==> config.mk <==
export PLATFORM = sky130hd
export DESIGN_NAME = scan_chain_loader_flat
export DESIGN_NICKNAME = d
export VERILOG_FILES = /design/src/rtl/scan_chain_loader_pkg.sv /design/src/rtl/scan_chain_loader_if.sv /design/src/rtl/scan_chain_loader_piso_shreg.sv /design/src/rtl/scan_chain_loader.sv /design/src/flat_wrapper.sv
export SDC_FILE = /design/constraint.sdc
export NUM_CORES = 1
export LEC_CHECK = 0
export ABC_AREA = 1
export BUFFER_PORTS_ARGS = -buffer_cell sky130_fd_sc_hd__buf_2
export CORE_ASPECT_RATIO = 1.5
export CORE_MARGIN = 8
export CORE_UTILIZATION = 35
export DETAILED_ROUTE_END_ITERATION = 10
export PLACE_DENSITY_LB_ADDON = 0.25
export SYNTH_ARGS = -nofsm -noshare
export SYNTH_HDL_FRONTEND = slang
export SYNTH_SLANG_ARGS = --single-unit
==> constraint.sdc <==
create_clock -name clk -period 2.1 [get_ports clk]
set_clock_uncertainty 0.2 [all_clocks]
set_input_delay 0.105 -clock clk [delete_from_list [all_inputs] [get_ports clk]]
set_output_delay 0.105 -clock clk [all_outputs]
set_load 0.02 [all_outputs]
==> src/rtl/scan_chain_loader_pkg.sv <==
// rtl/scan_chain_loader_pkg.sv - shared types and sizing helpers for the scan chain loader
package scan_cfg_pkg;

  // Loader control states
  typedef enum logic [2:0] {
    ST_IDLE  = 3'd0,
    ST_CLR   = 3'd1,
    ST_LOAD  = 3'd2,
    ST_SHIFT = 3'd3,
    ST_DONE  = 3'd4
  } sc_state_e;

  localparam int DEF_SC_LENGTH  = 1024;
  localparam int DEF_WORD_WIDTH = 32;

  // Bits taken from the final word; a chain that is an exact multiple uses a full word
  function automatic int last_word_bits(int len, int ww);
    return ((len % ww) == 0) ? ww : (len % ww);
  endfunction

  // Number of words needed to fill the chain
  function automatic int word_count(int len, int ww);
    return (len + ww - 1) / ww;
  endfunction

  localparam int DEF_LAST_WORD_BITS = last_word_bits(DEF_SC_LENGTH, DEF_WORD_WIDTH);
  localparam int DEF_WORD_COUNT     = word_count(DEF_SC_LENGTH, DEF_WORD_WIDTH);

endpackage

==> src/rtl/scan_chain_loader_if.sv <==
// rtl/scan_chain_loader_if.sv - configuration word stream between bitstream path and loader
interface scan_chain_loader_if
  import scan_cfg_pkg::*;
#(
  parameter int WORD_WIDTH = DEF_WORD_WIDTH
);

  logic [WORD_WIDTH-1:0] word_i;
  logic                  word_valid;
  logic                  word_ready;

  // Source side drives words; loader side accepts them
  modport master (output word_i, output word_valid, input word_ready);
  modport slave  (input word_i, input word_valid, output word_ready);

endinterface

==> src/rtl/scan_chain_loader_piso_shreg.sv <==
// rtl/scan_chain_loader_piso_shreg.sv - parallel-load serial-out word register with bits-left count
module piso_shreg #(
  parameter int WORD_WIDTH = 32,
  parameter int BW         = $clog2(WORD_WIDTH + 1)
) (
  input  logic                  clk,
  input  logic                  clear,
  input  logic                  flush,
  input  logic                  load,
  input  logic [WORD_WIDTH-1:0] load_word,
  input  logic [BW-1:0]         load_bits,
  input  logic                  shift,
  output logic                  next_lsb,
  output logic [BW-1:0]         bits_left
);

  logic [WORD_WIDTH-1:0] shreg;
  logic [WORD_WIDTH-1:0] shreg_nxt;
  logic [BW-1:0]         bits_nxt;

  // A load wins over a shift so a new word can replace the one finishing this cycle
  always_comb begin
    shreg_nxt = shreg;
    bits_nxt  = bits_left;
    if (flush) begin
      shreg_nxt = '0;
      bits_nxt  = '0;
    end else if (load) begin
      shreg_nxt = load_word;
      bits_nxt  = load_bits;
    end else if (shift) begin
      shreg_nxt = shreg >> 1;
      bits_nxt  = bits_left - BW'(1);
    end
  end

  // Exposed so the owner can register the bit it will present next cycle
  assign next_lsb = shreg_nxt[0];

  // Word register and its remaining-bit count
  always_ff @(posedge clk or negedge clear) begin
    if (!clear) begin
      shreg     <= '0;
      bits_left <= '0;
    end else begin
      shreg     <= shreg_nxt;
      bits_left <= bits_nxt;
    end
  end

endmodule

==> src/rtl/scan_chain_loader.sv <==
// rtl/scan_chain_loader.sv - serializes configuration words LSB first into the core scan chain
module scan_chain_loader
  import scan_cfg_pkg::*;
#(
  parameter int SC_LENGTH  = DEF_SC_LENGTH,
  parameter int WORD_WIDTH = DEF_WORD_WIDTH
) (
  input  logic                  clk,
  input  logic                  clear,
  input  logic                  start,
  input  logic                  clr_first,
  input  logic                  abort,
  scan_chain_loader_if.slave    wr,
  output logic                  sc_en,
  output logic                  sc_data,
  output logic                  sc_clear_n,
  output logic                  busy,
  output logic                  done
);

  localparam int CW = $clog2(SC_LENGTH + 1);
  localparam int BW = $clog2(WORD_WIDTH + 1);
  localparam logic [CW-1:0] LEN_C = CW'(SC_LENGTH);

  sc_state_e      state;
  sc_state_e      state_nxt;
  logic [CW-1:0]  bit_cnt;
  logic [CW-1:0]  cnt_nxt;
  logic           ready;
  logic           sh_load;
  logic           sh_shift;
  logic           sh_flush;
  logic [BW-1:0]  load_bits;
  logic           next_lsb;
  logic [BW-1:0]  bits_left;
  logic           word_last_bit;
  logic           more_after_word;

  piso_shreg #(
    .WORD_WIDTH (WORD_WIDTH),
    .BW         (BW)
  ) u_shreg (
    .clk       (clk),
    .clear     (clear),
    .flush     (sh_flush),
    .load      (sh_load),
    .load_word (wr.word_i),
    .load_bits (load_bits),
    .shift     (sh_shift),
    .next_lsb  (next_lsb),
    .bits_left (bits_left)
  );

  assign word_last_bit   = (bits_left == BW'(1));
  assign more_after_word = (bit_cnt != CW'(1));
  assign wr.word_ready   = ready;

  // Next state, bit counter and word register control; ready never looks at word_valid
  always_comb begin
    state_nxt = state;
    cnt_nxt   = bit_cnt;
    ready     = 1'b0;
    sh_load   = 1'b0;
    sh_shift  = 1'b0;
    sh_flush  = 1'b0;
    unique case (state)
      ST_IDLE: begin
        if (start) begin
          cnt_nxt   = LEN_C;
          state_nxt = clr_first ? ST_CLR : ST_LOAD;
        end
      end
      ST_CLR: begin
        state_nxt = ST_LOAD;
      end
      ST_LOAD: begin
        ready = 1'b1;
        if (wr.word_valid) begin
          sh_load   = 1'b1;
          state_nxt = ST_SHIFT;
        end
      end
      ST_SHIFT: begin
        sh_shift = 1'b1;
        cnt_nxt  = bit_cnt - CW'(1);
        if (word_last_bit) begin
          if (more_after_word) begin
            ready = 1'b1;
            if (wr.word_valid) begin
              sh_load = 1'b1;
            end else begin
              state_nxt = ST_LOAD;
            end
          end else begin
            state_nxt = ST_DONE;
          end
        end
      end
      ST_DONE: begin
        state_nxt = ST_IDLE;
      end
      default: begin
        state_nxt = ST_IDLE;
      end
    endcase
    if (abort && (state != ST_IDLE)) begin
      state_nxt = ST_IDLE;
      cnt_nxt   = '0;
      sh_load   = 1'b0;
      sh_shift  = 1'b0;
      sh_flush  = 1'b1;
    end
  end

  // A freshly loaded word contributes min(WORD_WIDTH, bits still to shift)
  always_comb begin
    load_bits = BW'(WORD_WIDTH);
    if (32'(cnt_nxt) < WORD_WIDTH) begin
      load_bits = BW'(cnt_nxt);
    end
  end

  // State, counter and registered chain-facing outputs derived from the next state
  always_ff @(posedge clk or negedge clear) begin
    if (!clear) begin
      state      <= ST_IDLE;
      bit_cnt    <= '0;
      sc_en      <= 1'b0;
      sc_data    <= 1'b0;
      sc_clear_n <= 1'b1;
      busy       <= 1'b0;
      done       <= 1'b0;
    end else begin
      state      <= state_nxt;
      bit_cnt    <= cnt_nxt;
      sc_en      <= (state_nxt == ST_SHIFT);
      sc_data    <= (state_nxt == ST_SHIFT) & next_lsb;
      sc_clear_n <= (state_nxt != ST_CLR);
      busy       <= (state_nxt != ST_IDLE);
      done       <= (state_nxt == ST_DONE);
    end
  end

endmodule

==> src/flat_wrapper.sv <==
// flat-port wrapper written by rule: the top's interface ports become plain ports
module scan_chain_loader_flat import scan_cfg_pkg::*;
#(
  parameter int SC_LENGTH  = DEF_SC_LENGTH,
  parameter int WORD_WIDTH = DEF_WORD_WIDTH
)
  (clk, clear, start, clr_first, abort, sc_en, sc_data, sc_clear_n, busy, done, wr_word_i, wr_word_valid, wr_word_ready);
  scan_chain_loader_if #(.WORD_WIDTH(WORD_WIDTH)) wr_i ();
  input  logic clk;
  input  logic clear;
  input  logic start;
  input  logic clr_first;
  input  logic abort;
  output logic sc_en;
  output logic sc_data;
  output logic sc_clear_n;
  output logic busy;
  output logic done;
  input wire logic [$bits(wr_i.word_i)-1:0] wr_word_i;
  input wire logic [$bits(wr_i.word_valid)-1:0] wr_word_valid;
  output wire logic [$bits(wr_i.word_ready)-1:0] wr_word_ready;
  assign wr_i.word_i = wr_word_i;
  assign wr_i.word_valid = wr_word_valid;
  assign wr_word_ready = wr_i.word_ready;
  scan_chain_loader #(.SC_LENGTH(SC_LENGTH), .WORD_WIDTH(WORD_WIDTH)) u_core (.clk(clk), .clear(clear), .start(start), .clr_first(clr_first), .abort(abort), .wr(wr_i), .sc_en(sc_en), .sc_data(sc_data), .sc_clear_n(sc_clear_n), .busy(busy), .done(done));
endmodule
-- After elaboration in Yosys (flattened, before gate mapping)
Index checks and enable logic that the tools add are counted.
- output and inout port bits: 6
- register bits: 57
- input port bits: 38
- bitwise gates (word level): 1
- mux-type cells: 29
- reductions and logical operators: 5
- $lt $le $gt $ge: 1
- eq/ne operators: 8
- add/sub/neg operators: 2
- operators by type and width (cell ; count):
    32-bit two-way mux ; 3
    6-bit two-way mux ; 4
    11-bit two-way mux ; 2
    11-bit case mux with 2 select lines ; 1
    3-bit two-way mux ; 6
    3-bit case mux with 4 select lines ; 1
    11-bit by 6-bit less-than comparator with 1-bit output, second input constant ; 1
    11-bit by 1-bit inequality test with 1-bit output, second input constant ; 1
    11-bit by 1-bit subtractor with 11-bit output, second input constant ; 1
    3-bit by 2-bit == test with 1-bit output, second input constant ; 3
    1-bit two-way mux ; 9
    3-bit nonzero test ; 3
    6-bit by 1-bit == test with 1-bit output, second input constant ; 1
    6-bit by 1-bit subtractor with 6-bit output, second input constant ; 1
    1-bit case mux with 2 select lines ; 2
    3-bit by 1-bit == test with 1-bit output, second input constant ; 1
    3-bit == test, second input constant ; 1
    3-bit zero test ; 1
    3-bit by 1-bit inequality test with 1-bit output, second input constant ; 1
    2-bit two-way mux ; 1
    1-bit bitwise AND ; 1
    1-bit logical AND ; 1

-- Depth between registers and ports, before layout
- word-level depth: 8
- mapped depth: 15
- gate-level depth less buffers: 15

-- Hierarchy
From an unflattened synthesis, not the netlist that was laid out.
- cell total of the unflattened synthesis: 403
- area, all modules: 3199.3 µm²
- modules (own cells, without submodules) (module ; times used ; area an instance (µm²) ; seq. area each (µm²) ; cells an instance):
    piso_shreg ; 1 ; 1881.8 ; 950.9 ; 217
    scan_chain_loader ; 1 ; 1317.5 ; 476.7 ; 186

-- Worst setup path after synthesis
No wires, ideal clock.
- path type: register to register
- start point: register u_core.bit_cnt[1]
- end point: register u_core.u_shreg.shreg[10]
- setup slack: 0.161 ns
- required time: 1.831 ns
- path buffers: 1
- library setup time: 0.069 ns
- stages on the path, launching flop included: 16
- period minus slack after synthesis: 1.939 ns
- data arrival time: 1.671 ns
- path through: dfrtp_1 > inv_1 > ha_1 > nand2_1 > nor2_1 > nand3_2 > nand2_1 > nand2_2 > nand2_4 > inv_2 > nor2_4 > nand2_2 > inv_4 > buf_6 > nand2_1 > nand3_1
- word-level cells in the longest chain between the ends: 7
- elaborated cells on any way between the ends: 8
- those cells by class: eq/ne (1); mux (6); reduce/logical (1)
- RTL lines (item ; RTL line ; text):
    start, declared ; scan_chain_loader.sv:27 ; logic [CW-1:0] bit_cnt;
    start signal, assigned ; scan_chain_loader.sv:135 ; bit_cnt <= cnt_nxt;
    11-bit by 1-bit inequality test with 1-bit output * ; scan_chain_loader.sv:55 ; assign more_after_word = (bit_cnt != CW'(1));
    1-bit two-way mux * ; scan_chain_loader.sv:87 ; if (more_after_word) begin
    1-bit two-way mux * ; scan_chain_loader.sv:86 ; if (word_last_bit) begin
    1-bit case mux with 2 select lines * ; scan_chain_loader.sv:66 ; unique case (state)
    1-bit two-way mux * ; scan_chain_loader.sv:106 ; if (abort && (state != ST_IDLE)) begin
    32-bit two-way mux ; scan_chain_loader_piso_shreg.sv:28 ; end else if (load) begin
    32-bit two-way mux ; scan_chain_loader_piso_shreg.sv:25 ; if (flush) begin
    end signal, assigned ; scan_chain_loader_piso_shreg.sv:46 ; shreg <= shreg_nxt;
    end, declared ; scan_chain_loader_piso_shreg.sv:17 ; logic [WORD_WIDTH-1:0] shreg;
Every way passes the cells marked *; elsewhere a longest branch is shown, timed or not.
A chain may end at the register's enable or synchronous reset.

-- Worst setup path in the final report
- start point: register u_core.bit_cnt[1]
- end point: register u_core.u_shreg.shreg[2]
The elaborated chain is that of the path after synthesis.

==> flow_metrics.py <==
metrics = {
    "drt": {
        "vias": 2891,
        "dr.first_iter.drc_count": 121,
        "drc": 0,
        "ant_nets": 0,
        "wire_per_inst_um": 13.41,
        "first_pass_iters": 4,
        "vias_per_cell": 4.724,
        "wl_um": 8204,
    },
    "worst_setup_path": {
        "path_class": "flop to flop",
        "cp_top_family": "simple AND/OR/NAND/NOR gates",
        "cp-start-kind": "flop",
        "cp_num_buf_inv": 4,
        "crit_fanout": 7,
        "crit-reg2reg-launch": "u_core.bit_cnt[1]",
        "crit_required_ns": 2.15,
        "cp-end-kind": "flop",
        "max_stage_delay_ns": 0.40,
        "timing.rr.end": "u_core.u_shreg.shreg[2]",
        "slowest_stage": "dfrtp_1",
        "r2r_cells": 15,
        "crit_chain": "inv_2, ha_2, nand2_2, nor2_4, nand3_2, nand2_1, nand2_2, nand2_4, inv_4, nor2_4, nand2_4, clkinv_8, clkbuf_16, nand2_1, nand3_1",
        "reg2reg_slack_ns": -0.02,
        "crit_arrival_ns": 2.17,
    },
    "sta": {
        "max_slew.worst_pin.slew_ns": 0.5314,
        "setup_slack_ns": -0.01687,
        "final_hold_viol_count": 0,
        "fin_setup_tns_ns": -0.06955,
        "period_minus_slack_ns": 2.117,
        "maxSlewViolCount": 0,
        "max_freq_mhz": 472.4,
        "rsz0062_at_grt": "yes",
        "setup_viol": 7,
        "slew_headroom_pct": 64.57,
        "min_period_over_period_pct": 100.8,
    },
    "floorplan": {
        "die_y_um": 131.0,
        "rows": 42,
        "ios": 44,
        "die_x_um": 92.70,
        "initial_core_util_pct": 35.40,
        "design.core.area_mm2": 0.008723,
        "dieArea_mm2": 0.01215,
    },
    "logic_synthesis": {
        "ys_ff_latch": 57,
        "seq_area_frac_synth_pct": 46.23,
        "synth_nets": 434,
        "synth_area_mm2": 0.003088,
        "avgSynthCellArea_um2": 7.877,
        "synth_cells": 392,
        "yosysTopAreaCellShare_pct": 45.38,
        "yosys_warnings": 0,
        "ys_top_cells_by_area": "dfrtp_1, nand2_1, nand3_1",
        "yosysUniqueCellTypes": 35,
        "synth_top_area_cell": "dfrtp_1",
    },
    "global_route": {
        "grt_use_met2_pct": 25.63,
        "grt_pass1_wl_um": 13520,
        "gr-usage-met3_pct": 3.431,
        "grt_overflow": 0,
        "grt_usage_pct": 13.69,
        "grt_pass1_vias": 3037,
        "grt_max_degree": 37,
        "grt_busiest_layer": "met2",
        "gr-usage-met1_pct": 14.31,
        "antenna_found_initial": 0,
    },
    "power": {
        "pwr-share-comb_pct": 51.2,
        "p_int_mw": 3.866,
        "max-vdd-ir-drop_mv": 0.8858,
        "p_per_area_mw_per_mm2": 1479,
        "leakage_nw": 2.257,
        "seqPwrFrac_pct": 28.2,
        "switching_power_mw": 2.696,
        "switching_share_pct": 41.09,
        "p_clk_share_pct": 20.5,
    },
    "clock_network": {
        "cts_tree": "done",
        "clkTransAtPathRegs_ns": 0.05,
        "cts.root.buffer_cell": "clkbuf_16",
        "h-tree-depth": 3,
        "cts.path.max_buffers": 2,
        "numCtsBuffers": 9,
        "cts.sinks": 57,
        "clk-insertion-delay-late_ns": 0.32,
    },
    "job": {
        "max_cap_violations": 0,
    },
    "place": {
        "place_inst": 552,
        "dp_hpwl_um": 5565,
        "io_buffer_count": 43,
        "gp_routability_congestion": 0.8259,
        "dpl_cell_area_mm2": 0.003561,
        "dp_worst_setup_slack_ns": -0.06961,
    },
    "finish": {
        "diodes": 0,
        "layout_common_cells": "nand2_1, nand3_1, dfrtp_1",
        "syn2layout_area_growth_pct": 43.72,
        "layout_commonest_cell": "nand2_1",
        "final_area_mm2": 0.004438,
        "nNetsFinal": 540,
        "drive_above_1_share_pct": 27.09,
        "final_core_util_pct": 50.87,
        "stdcell_count": 612,
    },
    "run_status": {
        "outcome": "finished, violations left",
        "violations": "setup timing",
    },
    "min_path": {
        "min_path_cells": 3,
        "whs_endpoint": "u_core.sc_clear_n",
        "worstHoldStart": "clr_first",
        "hp-class": "input pin to flop",
    },
}
routing by layer:
metal	vias to the layer above	part of all wire, %
met3	8	3.5
li1	1483	-
met2	48	54
met5	-	0
met1	1352	41
met4	0	1.2
power by group through the flow:
stage	logic, mW	clock network (mW)	registers [mW]
detailed placement	2.75	0	1.86
floorplan	1.98	0	1.83
global route	3.74	1.43	1.91
CTS	2.90	1.39	1.85
finish	3.36	1.35	1.85
global placement	2.73	0	1.85
worst max-delay path by stage:
stage | start | endpoint | slack [ns] | depth (start not counted)
after CTS | u_core.bit_cnt[1] | u_core.u_shreg.shreg[2] | 0.0009 | 15
after global placement | u_core.bit_cnt[1] | u_core.u_shreg.bits_left[5] | -0.04 | 15
after floorplan | u_core.bit_cnt[1] | u_core.u_shreg.shreg[10] | 0.16 | 15
after detailed placement | u_core.bit_cnt[1] | u_core.u_shreg.shreg[5] | -0.07 | 15
final | u_core.bit_cnt[1] | u_core.u_shreg.shreg[2] | -0.02 | 15
after global routing | u_core.bit_cnt[1] | u_core.u_shreg.shreg[2] | -0.09 | 15
kinds of logic after synthesis:
family | count (synthesis) | synth area share (%)
and+or+nand+nor | 243 | 37.24
DFF | 57 | 46.23
buffers and inverters | 55 | 8.306
AOI/OAI and AO/OA | 29 | 5.470
xor gates and xnor gates | 4 | 1.135
adders and majority gates | 4 | 1.621
final cells by class:
cell class / count / area (um^2)
sequential: 57 / 1428
timing repair buffer: 109 / 927.1
inverter: 41 / 168.9
clock inverter: 3 / 15.01
fill: 873 / 4285
tap: 110 / 137.6
multi-input combinational: 280 / 1495
clock buffer: 12 / 266.5
cells in the mapped netlist:
cell type and instances:
buf_6 4, nand3_1 70, dfstp_2 1, or2_2 1, inv_4 1, dfrtp_1 56
clkbuf_8 1, buf_2 6, o311ai_0 1, nand3b_1 1, nor3_2 2, nand2_2 6
nand3_2 6, nor2_2 3, nand2_1 121, nand4_1 2, nand2_4 3, nor3_1 4
a21oi_1 4, a31oi_1 1, a221oi_1 1, nor2_4 3, xor2_1 2, inv_1 33
ha_1 4, clkbuf_1 3, nor2_8 1, o21ai_1 1, o211ai_1 3, a211o_1 1
inv_2 7, xnor2_1 2, o21ai_0 16, a22o_1 1, nor2_1 20
through the flow:
step | hold WS [ns] | total power [mW]
after detailed placement | -0.07224 | 4.613
final | 0.02211 | 6.562
after global placement | -0.07726 | 4.585
after floorplan | -0.3906 | 3.811
after CTS | 0.01256 | 6.135
after global routing | 0.03386 | 7.077
worst min-delay path, cell delays in order:
cell,delay (ns)
buf_2,0.07
nor2_1,0.05
a211o_1,0.29
registers in the layout (all words and copies together) (netlist names):
signal	flops
u_core.done	1
u_core.sc_clear_n	1
u_core.state	3
u_core.bit_cnt	11
u_core.busy	1
u_core.sc_en	1
u_core.u_shreg.shreg	32
u_core.u_shreg.bits_left	6
u_core.sc_data	1
timing repair:
item	4_1_cts	5_1_grt
resized for setup	3	24
hold endpoints to repair	58	0
hold buffers	36	0
gates cloned	0	2
buffers inserted	1	6
endpoints found under the setup margin	27	39
pin swaps	0	14
Note: power is estimated with default switching activity, not from simulation.
